File: config.mk
export PLATFORM = sky130hd
export DESIGN_NAME = uart_rx
export DESIGN_NICKNAME = d
export VERILOG_FILES = /design/src/rtl/uart_rx.sv
export SDC_FILE = /design/constraint.sdc
export NUM_CORES = 1
export LEC_CHECK = 0
export ABC_AREA = 0
export CAP_MARGIN = 10
export CORE_ASPECT_RATIO = 0.5
export CORE_MARGIN = 2
export CORE_UTILIZATION = 55
export DETAILED_ROUTE_END_ITERATION = 6
export PLACE_DENSITY = 0.76
export SLEW_MARGIN = 0
export SYNTH_ARGS = -nofsm -noshare
export SYNTH_HDL_FRONTEND = slang
export SYNTH_SLANG_ARGS = --single-unit
File: constraint.sdc
create_clock -name sysClk -period 4.3 [get_ports sysClk]
set_input_delay 0.86 -clock sysClk [delete_from_list [all_inputs] [get_ports sysClk]]
set_output_delay 0.86 -clock sysClk [all_outputs]
set_load 0.02 [all_outputs]
File: src/rtl/uart_rx.sv
// uart_rx: async serial receiver (start, 8 data LSB-first, optional parity, stop) with 16x oversampling and 2-of-3 voting.
// Latency: valid rises (9*16+9)*DIV + 3 clocks after the rxd start edge (+16*DIV when parity is enabled).
// Backpressure: single holding register; a frame finishing while valid is pending is dropped and flagged as overrun.
module uart_rx #(
    parameter int CLK_FREQ   = 100000000,
    parameter int BAUD       = 115200,
    parameter int PARITY_EN  = 0,
    parameter int PARITY_ODD = 0
) (
    input  logic       sysClk,
    input  logic       sysRstb,
    input  logic       rxd,
    output logic [7:0] data,
    output logic       valid,
    input  logic       ready,
    output logic       frameErr,
    output logic       parityErr,
    output logic       overrun,
    output logic       busy
);
    // Rounded clocks-per-oversample-tick.
    localparam int DIV = (CLK_FREQ + 8 * BAUD) / (16 * BAUD);
    localparam int DW  = (DIV > 1) ? $clog2(DIV) : 1;

    typedef enum logic [2:0] {IDLE, START, DATA, PARITY, STOP, BREAK} state_t;

    state_t        state;
    logic          rx_meta;
    logic          rx_s;
    logic          rx_s_d;
    logic [DW-1:0] div_cnt;
    logic [3:0]    os_cnt;
    logic [2:0]    bit_cnt;
    logic [7:0]    shreg;
    logic          s7;
    logic          s8;
    logic          par_bad;

    logic          fall;
    logic          tick;
    logic [3:0]    os_nxt;
    logic          decide;
    logic          bit_end;
    logic          maj;
    logic          hs;

    // os_nxt is the oversample index this tick lands on; index 0 marks the start of the next bit.
    assign fall    = rx_s_d & ~rx_s;
    assign tick    = (state != IDLE) && (div_cnt == DW'(DIV - 1));
    assign os_nxt  = os_cnt + 4'd1;
    assign decide  = tick && (os_nxt == 4'd9);
    assign bit_end = tick && (os_nxt == 4'd0);
    assign maj     = (s7 & s8) | (s7 & rx_s) | (s8 & rx_s);
    assign hs      = valid & ready;

    // Two-flop synchronizer plus a delayed copy for falling-edge detection; idle-high reset values.
    always_ff @(posedge sysClk or negedge sysRstb) begin
        if (!sysRstb) begin
            rx_meta <= 1'b1;
            rx_s    <= 1'b1;
            rx_s_d  <= 1'b1;
        end else begin
            rx_meta <= rxd;
            rx_s    <= rx_meta;
            rx_s_d  <= rx_s;
        end
    end

    // Oversample tick divider, parked at zero while idle so every frame starts phase-aligned.
    always_ff @(posedge sysClk or negedge sysRstb) begin
        if (!sysRstb) begin
            div_cnt <= '0;
        end else if (state == IDLE || tick) begin
            div_cnt <= '0;
        end else begin
            div_cnt <= div_cnt + DW'(1);
        end
    end

    // Frame FSM: sample voting, bit shifting, delivery into the holding register and consumer handshake.
    always_ff @(posedge sysClk or negedge sysRstb) begin
        if (!sysRstb) begin
            state     <= IDLE;
            os_cnt    <= 4'd0;
            bit_cnt   <= 3'd0;
            shreg     <= 8'h00;
            s7        <= 1'b0;
            s8        <= 1'b0;
            par_bad   <= 1'b0;
            data      <= 8'h00;
            valid     <= 1'b0;
            frameErr  <= 1'b0;
            parityErr <= 1'b0;
            overrun   <= 1'b0;
            busy      <= 1'b0;
        end else begin
            // A handshake empties the holding register; a same-cycle delivery below overrides this.
            if (hs) begin
                valid     <= 1'b0;
                frameErr  <= 1'b0;
                parityErr <= 1'b0;
                overrun   <= 1'b0;
            end
            if (tick) begin
                os_cnt <= os_nxt;
                if (os_nxt == 4'd7) s7 <= rx_s;
                if (os_nxt == 4'd8) s8 <= rx_s;
            end
            case (state)
                IDLE: begin
                    if (fall) begin
                        state   <= START;
                        busy    <= 1'b1;
                        os_cnt  <= 4'd0;
                        bit_cnt <= 3'd0;
                        par_bad <= 1'b0;
                    end
                end
                START: begin
                    // A start bit that votes high was a glitch: drop it without delivering anything.
                    if (decide && maj) begin
                        state <= IDLE;
                        busy  <= 1'b0;
                    end else if (bit_end) begin
                        state <= DATA;
                    end
                end
                DATA: begin
                    if (decide) shreg <= {maj, shreg[7:1]};
                    if (bit_end) begin
                        bit_cnt <= bit_cnt + 3'd1;
                        if (bit_cnt == 3'd7) state <= (PARITY_EN != 0) ? PARITY : STOP;
                    end
                end
                PARITY: begin
                    if (decide) par_bad <= maj ^ (^shreg) ^ (PARITY_ODD != 0);
                    if (bit_end) state <= STOP;
                end
                STOP: begin
                    // Leave at the vote rather than bit end so a back-to-back start edge is not missed.
                    if (decide) begin
                        state <= maj ? IDLE : BREAK;
                        busy  <= ~maj;
                        if (!valid || ready) begin
                            data      <= shreg;
                            frameErr  <= ~maj;
                            parityErr <= par_bad;
                            valid     <= 1'b1;
                            overrun   <= 1'b0;
                        end else begin
                            overrun <= 1'b1;
                        end
                    end
                end
                BREAK: begin
                    // Hold off until the line recovers so a stuck-low line yields a single frame.
                    if (rx_s) begin
                        state <= IDLE;
                        busy  <= 1'b0;
                    end
                end
                default: begin
                    state <= IDLE;
                    busy  <= 1'b0;
                end
            endcase
        end
    end
endmodule
==> Word level (Yosys, flattened, before mapping) <==
Cells that the tools add are included.
{ "op_classes": {"n_mux": 41, "bitwise": 11, "add_sub_neg": 3, "n_eq_ne": 19, "reduce_logical": 22} }
{ "op_table": {"columns": ["cell", "count"], "rows": [
  ["3-bit 2-to-1 mux", 11],
  ["1-bit 2-to-1 mux", 22],
  ["3-bit case mux with 6 select lines", 1],
  ["2-bit != test, second input constant", 8],
  ["4-bit 2-to-1 mux", 3],
  ["3-bit == test, second input constant", 3],
  ["3-bit AND reduction", 3],
  ["4-bit == test, second input constant", 2],
  ["8-bit XOR reduction", 1],
  ["7-bit AND reduction", 1],
  ["6-bit by 1-bit adder with 6-bit output, second input constant", 1],
  ["3-bit by 2-bit == test with 1-bit output, second input constant", 2],
  ["6-bit == test, second input constant", 1],
  ["6-bit 2-to-1 mux", 1],
  ["3-bit case mux with 2 select lines", 1],
  ["2-bit AND reduction", 3],
  ["1-bit AND", 5],
  ["1-bit case mux with 5 select lines", 1],
  ["5-bit AND reduction", 1],
  ["4-bit by 1-bit adder with 4-bit output, second input constant", 1],
  ["4-bit by 3-bit == test with 1-bit output, second input constant", 1],
  ["1-bit logical AND", 4],
  ["4-bit logical NOT", 1],
  ["2-bit nonzero test", 2],
  ["12 further kinds", 16]
]} }
{ "totals": {"ff_bits": 43, "output_inout_bits": 13, "elab_cells": 113} }

==> Logic depth before layout (Yosys ltp) <==
{ "depth": {"ltp_word": 7, "depth_mapped": 9, "ltp_nobuf": 7} }

==> Worst setup path after synthesis <==
No wires, ideal clock.
{ "synth_timing": {"path_type": "register to register", "start": "register os_cnt[0]", "end": "register data[0]", "setup_ps": 125, "path_slack_ps": 2234, "n_path_buf": 3, "path_stages_with_launch": 10, "period_less_slack_ps": 2066, "t_arrival_ps": 1941, "cell_sequence": "dfrtp_1 > ha_1 > buf_2 > o21ai_1 > a31o_1 > and4_4 > buf_6 > nor2b_4 > buf_6 > mux2_4"} }
{ "synth_between": {"elab_chain_len": 4} }
{ "synth_lines": {"columns": ["element", "line", "source"], "rows": [
  ["start: declaration", "32", "logic [3:0] os_cnt;"],
  ["start signal: assignment", "105", "os_cnt <= os_nxt;"],
  ["4-bit by 1-bit adder with 4-bit output", "50", "assign os_nxt = os_cnt + 4'd1;"],
  ["4-bit == test", "51", "assign decide = tick && (os_nxt == 4'd9);"],
  ["1-bit logical AND", "51", null],
  ["3-bit AND reduction (no source line)", null, null],
  ["end signal: assignment", "145", "data <= shreg;"],
  ["end: declaration", "13", "output logic [7:0] data,"]
]} }
No other way between the ends.
A chain may end at the register's enable or synchronous reset.

==> Final worst setup path <==
{ "layout_timing": {"start": "register os_cnt[1]", "end": "register data[7]"} }
Same word-level chain as after synthesis.

==> metrics.md <==
| Metric | Value |
|---|---|
| Synth Area in Compound Gates | 0.08039 |
| Starting Density | 0.5811 |
| Synthesis Warnings | 0 |
| Global routing met2 resource utilization | 0.3135 |
| Clock root cell | clkbuf_8 |
| Hold path cells | 0 |
| Largest net degree at the start of global routing | 44 |
| Synth-to-layout area growth | 11.08% |
| Synth async-reset ratio | 1.000 |
| Design area | 2559 µm² |
| Worst EP required | 4490 ps |
| CTS tree | yes |
| Main combinational cell family by area after synthesis | simple AND/OR/NAND/NOR gates |
| Logic pwr share | 0.139 |
| Post-Syn Area | 2303 µm² |
| Met1 Usage GRT | 0.2782 |
| Mux share of post-synthesis cell area | 0.1407 |
| Internal power | 616.5 µW |
| CTS hold repair buffers | 0 |
| Clk buf depth | 2 |
| Worst setup path class | flip-flop to flip-flop |
| Peak Freq | 442.8 MHz |
| Max Slew Vio Count | 0 |
| Final setup violation count | 0 |
| Share of cells above drive strength 1 | 0.1749 |
| Setup TNS | 0 ps |
| GRT Util Overall | 0.2070 |
| CP max FO | 9 |
| I/O Buffers | 16 |
| Worst r2r dst | data[7]$_DFFE_PN0P_ |
| Layer carrying the most global-route usage | met2 |
| Final nets | 234 |
| Post-DRT Antenna Nets | 0 |
| First-pass GRT wire length | 7341 µm |
| Die width | approximately 96 µm |
| Synth Instances | ~210 |
| Vias in the first global route | 1541 |
| Sequential fraction of the synthesis area | 0.4688 |
| Post-synth top cells | 40 x dfrtp_1, 17 x nor2_1, 16 x nand2_1 |
| Post-synth top area cell | dfrtp_1 |
| WL/cell | 14.99 µm |
| CTS H-Tree Depth | 2 |
| XOR/XNOR share of the synthesized area | 0.05323 |
| Sw Share | 0.3072 |
| Status | complete, no violations |
| Chip Height | 49.76 µm |
| Sequential fraction of design power | 0.568 |
| Core outline area | between 3000 and 4000 µm² |
| Post-synthesis simple-gate area fraction | 0.1820 |
| Sw Pwr | 273.4 µW |
| Setup WS post-layout | 2042 ps |
| Syn Area/Cell | 11.07 µm² |
| Leak pwr | 0.001107 µW |
| Worst reg-to-reg setup slack | 2040 ps |
| Post-CTS sizing | 0 |
| Synth Area in Adders | 0.04345 |
| Die Area | 4753 µm² |
| Clock skew | around 10 ps |
| Drt total wl | 4153 µm |
| Worst Max-Slew Pin Slew | 924.6 ps |
| Clock sink count | 43 |
| Total CTS buffers | 5 |
| Post-DP HPWL | 2937 µm |
| Global route overflow | 0 |
| Critical Path Start Type | flip-flop |
| DRC | 0 |
| Placed inst area | roughly 2500 µm² |
| # Post-CTS Setup Buffers | 0 |
| 1st-iter DRT viols | 128 |
| Pre-antenna DRT Iters | 5 |
| Yosys cell types | 51 |
| Clk pwr share | 0.293 |
| Crit path capture type | flip-flop |
| Slew HR | 0.3836 |
| Fin Hold WS | 355.2 ps |
| Worst IR Drop VDD | 0.2316 mV |
| Synthesis-stage register bit count | 43 |
| # IOs | 17 |
| Hold EP | rx_s$_DFF_PN1_ |
| Clk_lat worst skew | 310 ps |
| Hold_sp | rx_meta$_DFF_PN1_ |
| Post-place setup slack | 1876 ps |
| Fin. Hold Viols | 0 |
| Worst reg2reg startpoint | os_cnt[1]$_DFF_PN0_ |
| CP arrival | around 2500 ps |
| # diodes | 0 |
| Met3 GRT Util | 0.06575 |
| Worst-case reg-to-reg path depth | 6 |
| Post-synth EDFFs | 0 |
| Tcrit/Tclk final | 0.5252 |
| Clk slew on worst S/H paths | 80 ps |
| Synth area leaders | dfrtp_1 43%, mux2_2 5.4%, mux2_4 5.2% |
| Synth top area share | 0.4345 |
| Initial antenna violation count | 0 |
| Vias after detailed routing | between 1500 and 2000 |
| Mapped Nets | between 200 and 250 |
| RD Place Congestion | between 0.7 and 0.8 |
| Tmin final | 2258 ps |
| RSZ-0062 raised after global routing | false |
| Max_cap viols | 0 |
| Vias per cell | roughly 5.6 |
| Most common cell in the netlist | dfrtp_1 |
| Rows | 16 |
| Synth Flop Type | dfrtp_1 |
| Power per cell area | 347.8 nW/µm² |
| HP Class | flip-flop to flip-flop |
state kept, by name, summed over array words and instances (netlist names), 3 cells and up:
register  cells
div_cnt       6
bit_cnt       3
data          8
os_cnt        4
state         3
shreg         8
how the worst max path moves through the flow:
| stage | start | to | slack (ps) | cells past startpoint |
|---|---|---|---|---|
| floorplan | os_cnt[0]$_DFF_PN0_ | data[0]$_DFFE_PN0P_ | 2230 | 9 |
| global placement | ready | data[5]$_DFFE_PN0P_ | 1900 | 4 |
| detailed placement | ready | data[5]$_DFFE_PN0P_ | 1880 | 4 |
| CTS | os_cnt[1]$_DFF_PN0_ | data[7]$_DFFE_PN0P_ | 2040 | 6 |
| global route | os_cnt[0]$_DFF_PN0_ | data[7]$_DFFE_PN0P_ | 1910 | 6 |
| finish | os_cnt[1]$_DFF_PN0_ | data[7]$_DFFE_PN0P_ | 2040 | 6 |
worst max-delay path: stages (launching register included):
cell	delay, ps
dfrtp_1	490
ha_1	350
nand4_1	150
nand2b_1	160
and4_4	300
nor2b_4	360
mux2_4	330
cell type report:
cell class / instances / area (µm²)
clock buffer: 6 / 72.57
clock inverter: 2 / 13.76
fill: 321 / 1405
inverter: 5 / 18.77
multi-input combinational: 151 / 1151
sequential: 43 / 1080
tap: 54 / 67.56
timing repair buffer: 16 / 155.1
power by group through the flow:
stage	sequential (µW)	combinational (µW)	clock (µW)
2_1_floorplan	487	113	0
3_3_place_gp	510	119	0
3_5_place_dp	513	125	0
4_1_cts	505	126	267
5_1_grt	515	144	283
6_report	505	124	261
metrics by stage:
stage	utilization	power (µW)	cells
after detailed placement	0.6237	638.8	269
after global placement	0.6237	629.7	269
after floorplan	-	600.3	208
final	0.6455	889.8	277
after CTS	0.6455	898.3	277
after global routing	0.6455	942.1	277
placed cells by master (no fill, tap or decap), types with 4 or more instances in the layout:
cell type	Yosys	layout
nand3_1	8	8
clkdlybuf4s50_1	0	15
o211ai_1	5	5
nand2_1	16	16
o21ai_0	7	7
nor2_1	17	17
xnor2_1	11	11
mux2i_1	8	8
inv_1	5	5
mux2_4	8	8
clkbuf_8	0	5
ha_1	8	8
mux2_2	11	11
dfrtp_1	40	40
a21oi_1	4	4
logic make-up after synthesis:
family | Yosys count
DFF | 43
buffers and inverters | 14
adders and majority gates | 8
and+or+nand+nor | 74
xor gates and xnor gates | 14
AOI/OAI and AO/OA | 28
muxes | 27
metal layers:
layer / share of wire / up-vias
met2: 0.45 / 20
met4: 0.015 / 0
met3: 0.050 / 9
met1: 0.49 / 771
li1: - / 759
met5: 0 / -
Power figures use the tool's default switching activity.
